==> src/rtl/axis_complex_to_real_if.sv <==
// AXI-Stream bundle shared by the complex input and real output of the fs/4 mixer.
// WIDTH is the tdata width of this particular link (2*DATA_WIDTH in, DATA_WIDTH out).
interface axis_complex_to_real_if #(
  parameter int WIDTH = 16
) ();

  logic [WIDTH-1:0] tdata;
  logic             tvalid;
  logic             tready;
  logic             tlast;

  modport master (
    output tdata,
    output tvalid,
    output tlast,
    input  tready
  );

  modport slave (
    input  tdata,
    input  tvalid,
    input  tlast,
    output tready
  );

endinterface

==> src/rtl/axis_complex_to_real.sv <==
// fs/4 upconverter: y[n] = Re{(I + jQ) * j^p}, with saturating negation and an optional
// registered output stage backed by a two-entry skid buffer.
module axis_complex_to_real #(
  parameter int DATA_WIDTH     = 16,
  parameter int OPT_REGISTER   = 1,
  parameter int OPT_LAST_RESET = 1
) (
  input  logic                   aclk,
  input  logic                   areset,
  axis_complex_to_real_if.slave  s_axis,
  axis_complex_to_real_if.master m_axis
);

  localparam logic [DATA_WIDTH-1:0] MOST_NEG = {1'b1, {(DATA_WIDTH-1){1'b0}}};
  localparam logic [DATA_WIDTH-1:0] MOST_POS = {1'b0, {(DATA_WIDTH-1){1'b1}}};

  // Occupancy of the output register plus skid register.
  typedef enum logic [1:0] {
    ST_EMPTY,
    ST_BUSY,
    ST_FULL
  } buf_state_e;

  logic [DATA_WIDTH-1:0] w_i;
  logic [DATA_WIDTH-1:0] w_q;
  logic [DATA_WIDTH-1:0] w_mixed;
  logic                  w_s_ready;
  logic                  w_accept;
  logic [1:0]            r_phase;

  function automatic logic [DATA_WIDTH-1:0] neg_sat(input logic [DATA_WIDTH-1:0] x);
    if (x == MOST_NEG) return MOST_POS;
    return -x;
  endfunction

  assign w_i           = s_axis.tdata[DATA_WIDTH-1:0];
  assign w_q           = s_axis.tdata[2*DATA_WIDTH-1:DATA_WIDTH];
  assign w_accept      = s_axis.tvalid && w_s_ready && !areset;
  assign s_axis.tready = w_s_ready;

  // The mixed value is formed here, at acceptance, so later stalls cannot alter it.
  always_comb begin
    case (r_phase)
      2'd0:    w_mixed = w_i;
      2'd1:    w_mixed = neg_sat(w_q);
      2'd2:    w_mixed = neg_sat(w_i);
      default: w_mixed = w_q;
    endcase
  end

  // NOTE: clocked state uses non-blocking assignments so every flop samples pre-edge values.
  always_ff @(posedge aclk) begin
    if (areset) begin
      r_phase <= 2'd0;
    end else if (w_accept) begin
      if ((OPT_LAST_RESET != 0) && s_axis.tlast) r_phase <= 2'd0;
      else                                       r_phase <= r_phase + 2'd1;
    end
  end

  generate
    if (OPT_REGISTER != 0) begin : g_registered
      buf_state_e            r_state;
      buf_state_e            w_state_nxt;
      logic                  w_load_out;
      logic                  w_load_skid;
      logic                  w_skid_to_out;
      logic [DATA_WIDTH-1:0] r_out_data;
      logic [DATA_WIDTH-1:0] r_skid_data;
      logic                  r_out_last;
      logic                  r_skid_last;

      always_ff @(posedge aclk) begin
        if (areset) r_state <= ST_EMPTY;
        else        r_state <= w_state_nxt;
      end

      // NOTE: every output of this block is defaulted first, so no path can infer a latch.
      always_comb begin
        w_state_nxt   = r_state;
        w_load_out    = 1'b0;
        w_load_skid   = 1'b0;
        w_skid_to_out = 1'b0;
        case (r_state)
          ST_EMPTY: begin
            if (w_accept) begin
              w_load_out  = 1'b1;
              w_state_nxt = ST_BUSY;
            end
          end
          ST_BUSY: begin
            if (w_accept && m_axis.tready) begin
              w_load_out = 1'b1;
            end else if (w_accept) begin
              w_load_skid = 1'b1;
              w_state_nxt = ST_FULL;
            end else if (m_axis.tready) begin
              w_state_nxt = ST_EMPTY;
            end
          end
          ST_FULL: begin
            // Input is blocked while full, so only the drain transition exists.
            if (m_axis.tready) begin
              w_skid_to_out = 1'b1;
              w_state_nxt   = ST_BUSY;
            end
          end
          default: w_state_nxt = ST_EMPTY;
        endcase
      end

      // NOTE: payload registers carry no reset; validity lives entirely in r_state.
      always_ff @(posedge aclk) begin
        if (w_load_out) begin
          r_out_data <= w_mixed;
          r_out_last <= s_axis.tlast;
        end else if (w_skid_to_out) begin
          r_out_data <= r_skid_data;
          r_out_last <= r_skid_last;
        end
        if (w_load_skid) begin
          r_skid_data <= w_mixed;
          r_skid_last <= s_axis.tlast;
        end
      end

      // Ready comes from registered occupancy only; m_axis.tready never reaches it.
      assign w_s_ready     = (r_state != ST_FULL) && !areset;
      assign m_axis.tvalid = (r_state != ST_EMPTY);
      assign m_axis.tdata  = r_out_data;
      assign m_axis.tlast  = r_out_last;
    end else begin : g_combinational
      assign w_s_ready     = m_axis.tready;
      assign m_axis.tvalid = s_axis.tvalid;
      assign m_axis.tdata  = w_mixed;
      assign m_axis.tlast  = s_axis.tlast;
    end
  endgenerate

endmodule

==> src/flat_wrapper.sv <==
// flat-port wrapper written by rule: the top's interface ports become plain ports
module axis_complex_to_real_flat 
#(
  parameter int DATA_WIDTH     = 16,
  parameter int OPT_REGISTER   = 1,
  parameter int OPT_LAST_RESET = 1
)
  (aclk, areset, s_axis_tdata, s_axis_tvalid, s_axis_tlast, s_axis_tready, m_axis_tdata, m_axis_tvalid, m_axis_tlast, m_axis_tready);
  axis_complex_to_real_if #(.WIDTH(2*(16))) s_axis_i ();
  axis_complex_to_real_if #(.WIDTH((16))) m_axis_i ();
  input  logic aclk;
  input  logic areset;
  input wire logic [$bits(s_axis_i.tdata)-1:0] s_axis_tdata;
  input wire logic [$bits(s_axis_i.tvalid)-1:0] s_axis_tvalid;
  input wire logic [$bits(s_axis_i.tlast)-1:0] s_axis_tlast;
  output wire logic [$bits(s_axis_i.tready)-1:0] s_axis_tready;
  output wire logic [$bits(m_axis_i.tdata)-1:0] m_axis_tdata;
  output wire logic [$bits(m_axis_i.tvalid)-1:0] m_axis_tvalid;
  output wire logic [$bits(m_axis_i.tlast)-1:0] m_axis_tlast;
  input wire logic [$bits(m_axis_i.tready)-1:0] m_axis_tready;
  assign s_axis_i.tdata = s_axis_tdata;
  assign s_axis_i.tvalid = s_axis_tvalid;
  assign s_axis_i.tlast = s_axis_tlast;
  assign s_axis_tready = s_axis_i.tready;
  assign m_axis_tdata = m_axis_i.tdata;
  assign m_axis_tvalid = m_axis_i.tvalid;
  assign m_axis_tlast = m_axis_i.tlast;
  assign m_axis_i.tready = m_axis_tready;
  axis_complex_to_real #(.DATA_WIDTH(DATA_WIDTH), .OPT_REGISTER(OPT_REGISTER), .OPT_LAST_RESET(OPT_LAST_RESET)) u_core (.aclk(aclk), .areset(areset), .s_axis(s_axis_i), .m_axis(m_axis_i));
endmodule
==> config.mk <==
export PLATFORM = sky130hd
export DESIGN_NAME = axis_complex_to_real_flat
export DESIGN_NICKNAME = d
export VERILOG_FILES = /design/src/rtl/axis_complex_to_real_if.sv /design/src/rtl/axis_complex_to_real.sv /design/src/flat_wrapper.sv
export SDC_FILE = /design/constraint.sdc
export NUM_CORES = 1
export LEC_CHECK = 0
export ABC_AREA = 1
export BUFFER_PORTS_ARGS = -buffer_cell sky130_fd_sc_hd__buf_2
export CAP_MARGIN = 20
export CORE_UTILIZATION = 30
export DETAILED_ROUTE_END_ITERATION = 6
export PLACE_DENSITY = 0.47
export SYNTH_ARGS = -nofsm -noshare
export SYNTH_HDL_FRONTEND = slang
export SYNTH_SLANG_ARGS = --single-unit
==> constraint.sdc <==
create_clock -name aclk -period 7.2 [get_ports aclk]
set_clock_uncertainty 0.15 [all_clocks]
set_input_delay 1.44 -clock aclk [delete_from_list [all_inputs] [get_ports aclk]]
set_output_delay 1.44 -clock aclk [all_outputs]
set_load 0.005 [all_outputs]
==> impl_results.md <==
- Status: finished, final reports clean
- Leak: 1.60 nW
- Crit. End Element: primary output
- Flops & latches, synth: 38
- I/O pin cnt: 56
- Post-CTS Setup Inserts: 0
- First-pass GRT wire length: 13100 um
- Sum Neg Setup Slack: 0 ns
- RSZ-0062 raised after global routing: false
- Vias in the first global route: 2677
- # fillers: between 1000 and 1500
- Post-CTS Hold Buffers: 0
- Initial antenna violation count: 0
- WL/cell: 13.4 um
- Register area: 0.00110 mm^2
- DR pass1 iterations: 4
- Fin crit share: 47.1%
- Sink Count: 38
- Transition time of the tightest slew-check pin: 1.07 ns
- Yosys top cell by area: edfxtp_1
- Die Y: between 100 and 150 um
- Root buf cell: clkbuf_8
- Starting Density: 30.9%
- Buffers on Ports: 55
- Cell Chain, Critical Path: buf_2 -> nor2_2 -> buf_2
- Largest cells by area after synthesis: edfxtp_1 (34%), nand2_1 (18%), nand3_1 (8.6%)
- F_max: 295 MHz
- Core ar.: 0.00977 mm^2
- CP Data Arrival Time: 1.80 ns
- Crit path launch type: input pin
- Via/cell ratio: between 4 and 5
- Sequential cell area fraction in the yosys report: 36.5%
- N_diodes: 0
- Routed via count: slightly below 3000
- Post-CTS sizing: 0
- Worst hold path class: reg2reg
- Area Growth Syn to Fin: 16.2%
- Largest net degree at the start of global routing: 30
- Final GP Congestion: 0.920
- Critical Path RT: 5.61 ns
- Worst ir drop on vdd: between 0.00006 and 0.00007 V
- DRC: 0
- # H-tree levels: 2
- Crit path time final: 3.39 ns
- Pins Over Slew Limit: 0
- Number of buffers created by CTS: 5
- Power Density: roughly 150 mW/mm^2
- Yosys warning count: 0
- Layout cells sized above 1: 19.7%
- Hold WS: 0.370 ns
- Mapped Cells: 435
- R2R setup slack: 4.67 ns
- Netlist cell types: 33
- Post-Syn Nets: 478
- Worst path most repeated cell: buf_2
- Horiz. Die Dim: 102 um
- Clock transition at path regs: 0.07 ns
- Row cnt: 36
- Routed Antenna Nets: 0
- Most frequent cells in the layout: nand2_1 (147), buf_2 (55), nand3_1 (52)
- Slowest-stage cell, CP: buf_2
- Clk buf depth: 2
- Nets: ~530
- CTS tree: built
- Final hold vios: 0
- Gr ovfl total: 0
- Critical path class: in2out
- Most common cell after layout, fill and taps aside: nand2_1
- Mean post-synth cell area: 6.94 um^2
- Post-synth design cell area: 0.00302 mm^2
- Routed wire length: 8340 um
- Die area: 0.0105 mm^2
- Skew-Pair Late Insertion Delay: between 0.2 and 0.3 ns
- Gr usage total: 16.6%
- MaxCap Viol Count: 0
- Drt initial violations: 140
- Final number of setup-violating endpoints: 0
- CP max stage delay: 0.12 ns
- Max Fanout on Critical Path: 3
- Max_slew headroom: 28.5%
- Synth top area share: 33.8%
- Area of the multi-input gates: 0.00166 mm^2
- Dpl hpwl: 6600 um
sequential cells by signal (all words and copies together), names as in the netlist:
signal / cells
u_core.g_registered.r_skid_data: 16
u_core.m_axis.tdata: 16
u_core.g_registered.r_state: 2
u_core.r_phase: 2
u_core.g_registered.r_skid_last: 1
u_core.m_axis.tlast: 1
metrics by stage:
stage / util (%) / std cells / area [um^2] / setup slack (ns) / power [mW]
6_report: 35.9 / 621 / 3510 / 3.81 / 0.523
5_1_grt: 35.9 / 621 / 3510 / 3.62 / 0.553
4_1_cts: 35.9 / 621 / 3510 / 3.80 / 0.529
3_5_place_dp: 35.0 / 614 / 3420 / 3.49 / 0.379
3_3_place_gp: 35.0 / 614 / 3420 / 3.54 / 0.379
2_1_floorplan: - / 435 / 3020 / 3.68 / 0.334
metal layers:
layer | up-vias | track usage [%] | wire (um)
met4 | 0 | 3.08 | 65
met2 | 71 | 28.7 | 3930
met3 | 6 | 2.80 | 370
met5 | - | 0 | 0
met1 | 1316 | 22.0 | 3970
li1 | 1508 | - | -
area by class of cell:
cell class	count	area share [%]
multi-input combinational	331	47.4
sequential	38	31.4
timing repair buffer	56	8.06
inverter	56	5.99
tap	133	4.74
clock buffer	7	2.46
where the power goes:
part           switching (mW)  internal (mW)
Combinational          0.0757         0.0420
Clock                  0.0742         0.0761
Sequential            0.00278          0.253
kinds of logic after synthesis:
family	synth area share [%]
AO/OA/AOI/OAI	6.67
AND/OR/NAND/NOR	43.1
flip-flops	36.5
adder cells (fa/ha/maj)	2.49
buffers and inverters	8.70
XOR/XNOR	2.61
synthesized netlist by cell type:
cell type / number
nor2_4: 7
or2_2: 1
a21boi_1: 2
a21oi_1: 18
nor3_1: 1
buf_2: 3
o21bai_1: 1
buf_4: 1
nor2_8: 1
inv_2: 9
nand3_4: 2
and2_1: 3
edfxtp_1: 34
xnor2_1: 4
nand2_2: 2
xor2_1: 5
nand4_1: 3
a221oi_1: 1
a31oi_1: 2
nor2_2: 6
buf_6: 1
o21ai_0: 7
a22oi_1: 1
ha_1: 6
nand3b_1: 6
inv_1: 47
nand3_2: 5
clkbuf_1: 5
nor2_1: 43
o21ai_1: 5
nand3_1: 52
nand2_1: 147
dfxtp_1: 4
final timing paths:
path,from,end,cells after the start
setup / recovery,areset,s_axis_tready,3
hold / removal,u_core.g_registered.r_skid_data[2]$_DFFE_PP_,u_core.m_axis.tdata[2]$_DFFE_PP_,2
setup reg to reg,u_core.g_registered.r_state[1]$_SDFFE_PP0P_,u_core.m_axis.tdata[10]$_DFFE_PP_,7
hold reg to reg,u_core.g_registered.r_skid_data[2]$_DFFE_PP_,u_core.m_axis.tdata[2]$_DFFE_PP_,2
critical path, delay by kind of cell:
kind / cells / cell delay [ns]
simple gates: 1 / 0.12
buf+inv: 2 / 0.24
No activity file was read; power rests on OpenSTA's default activity.
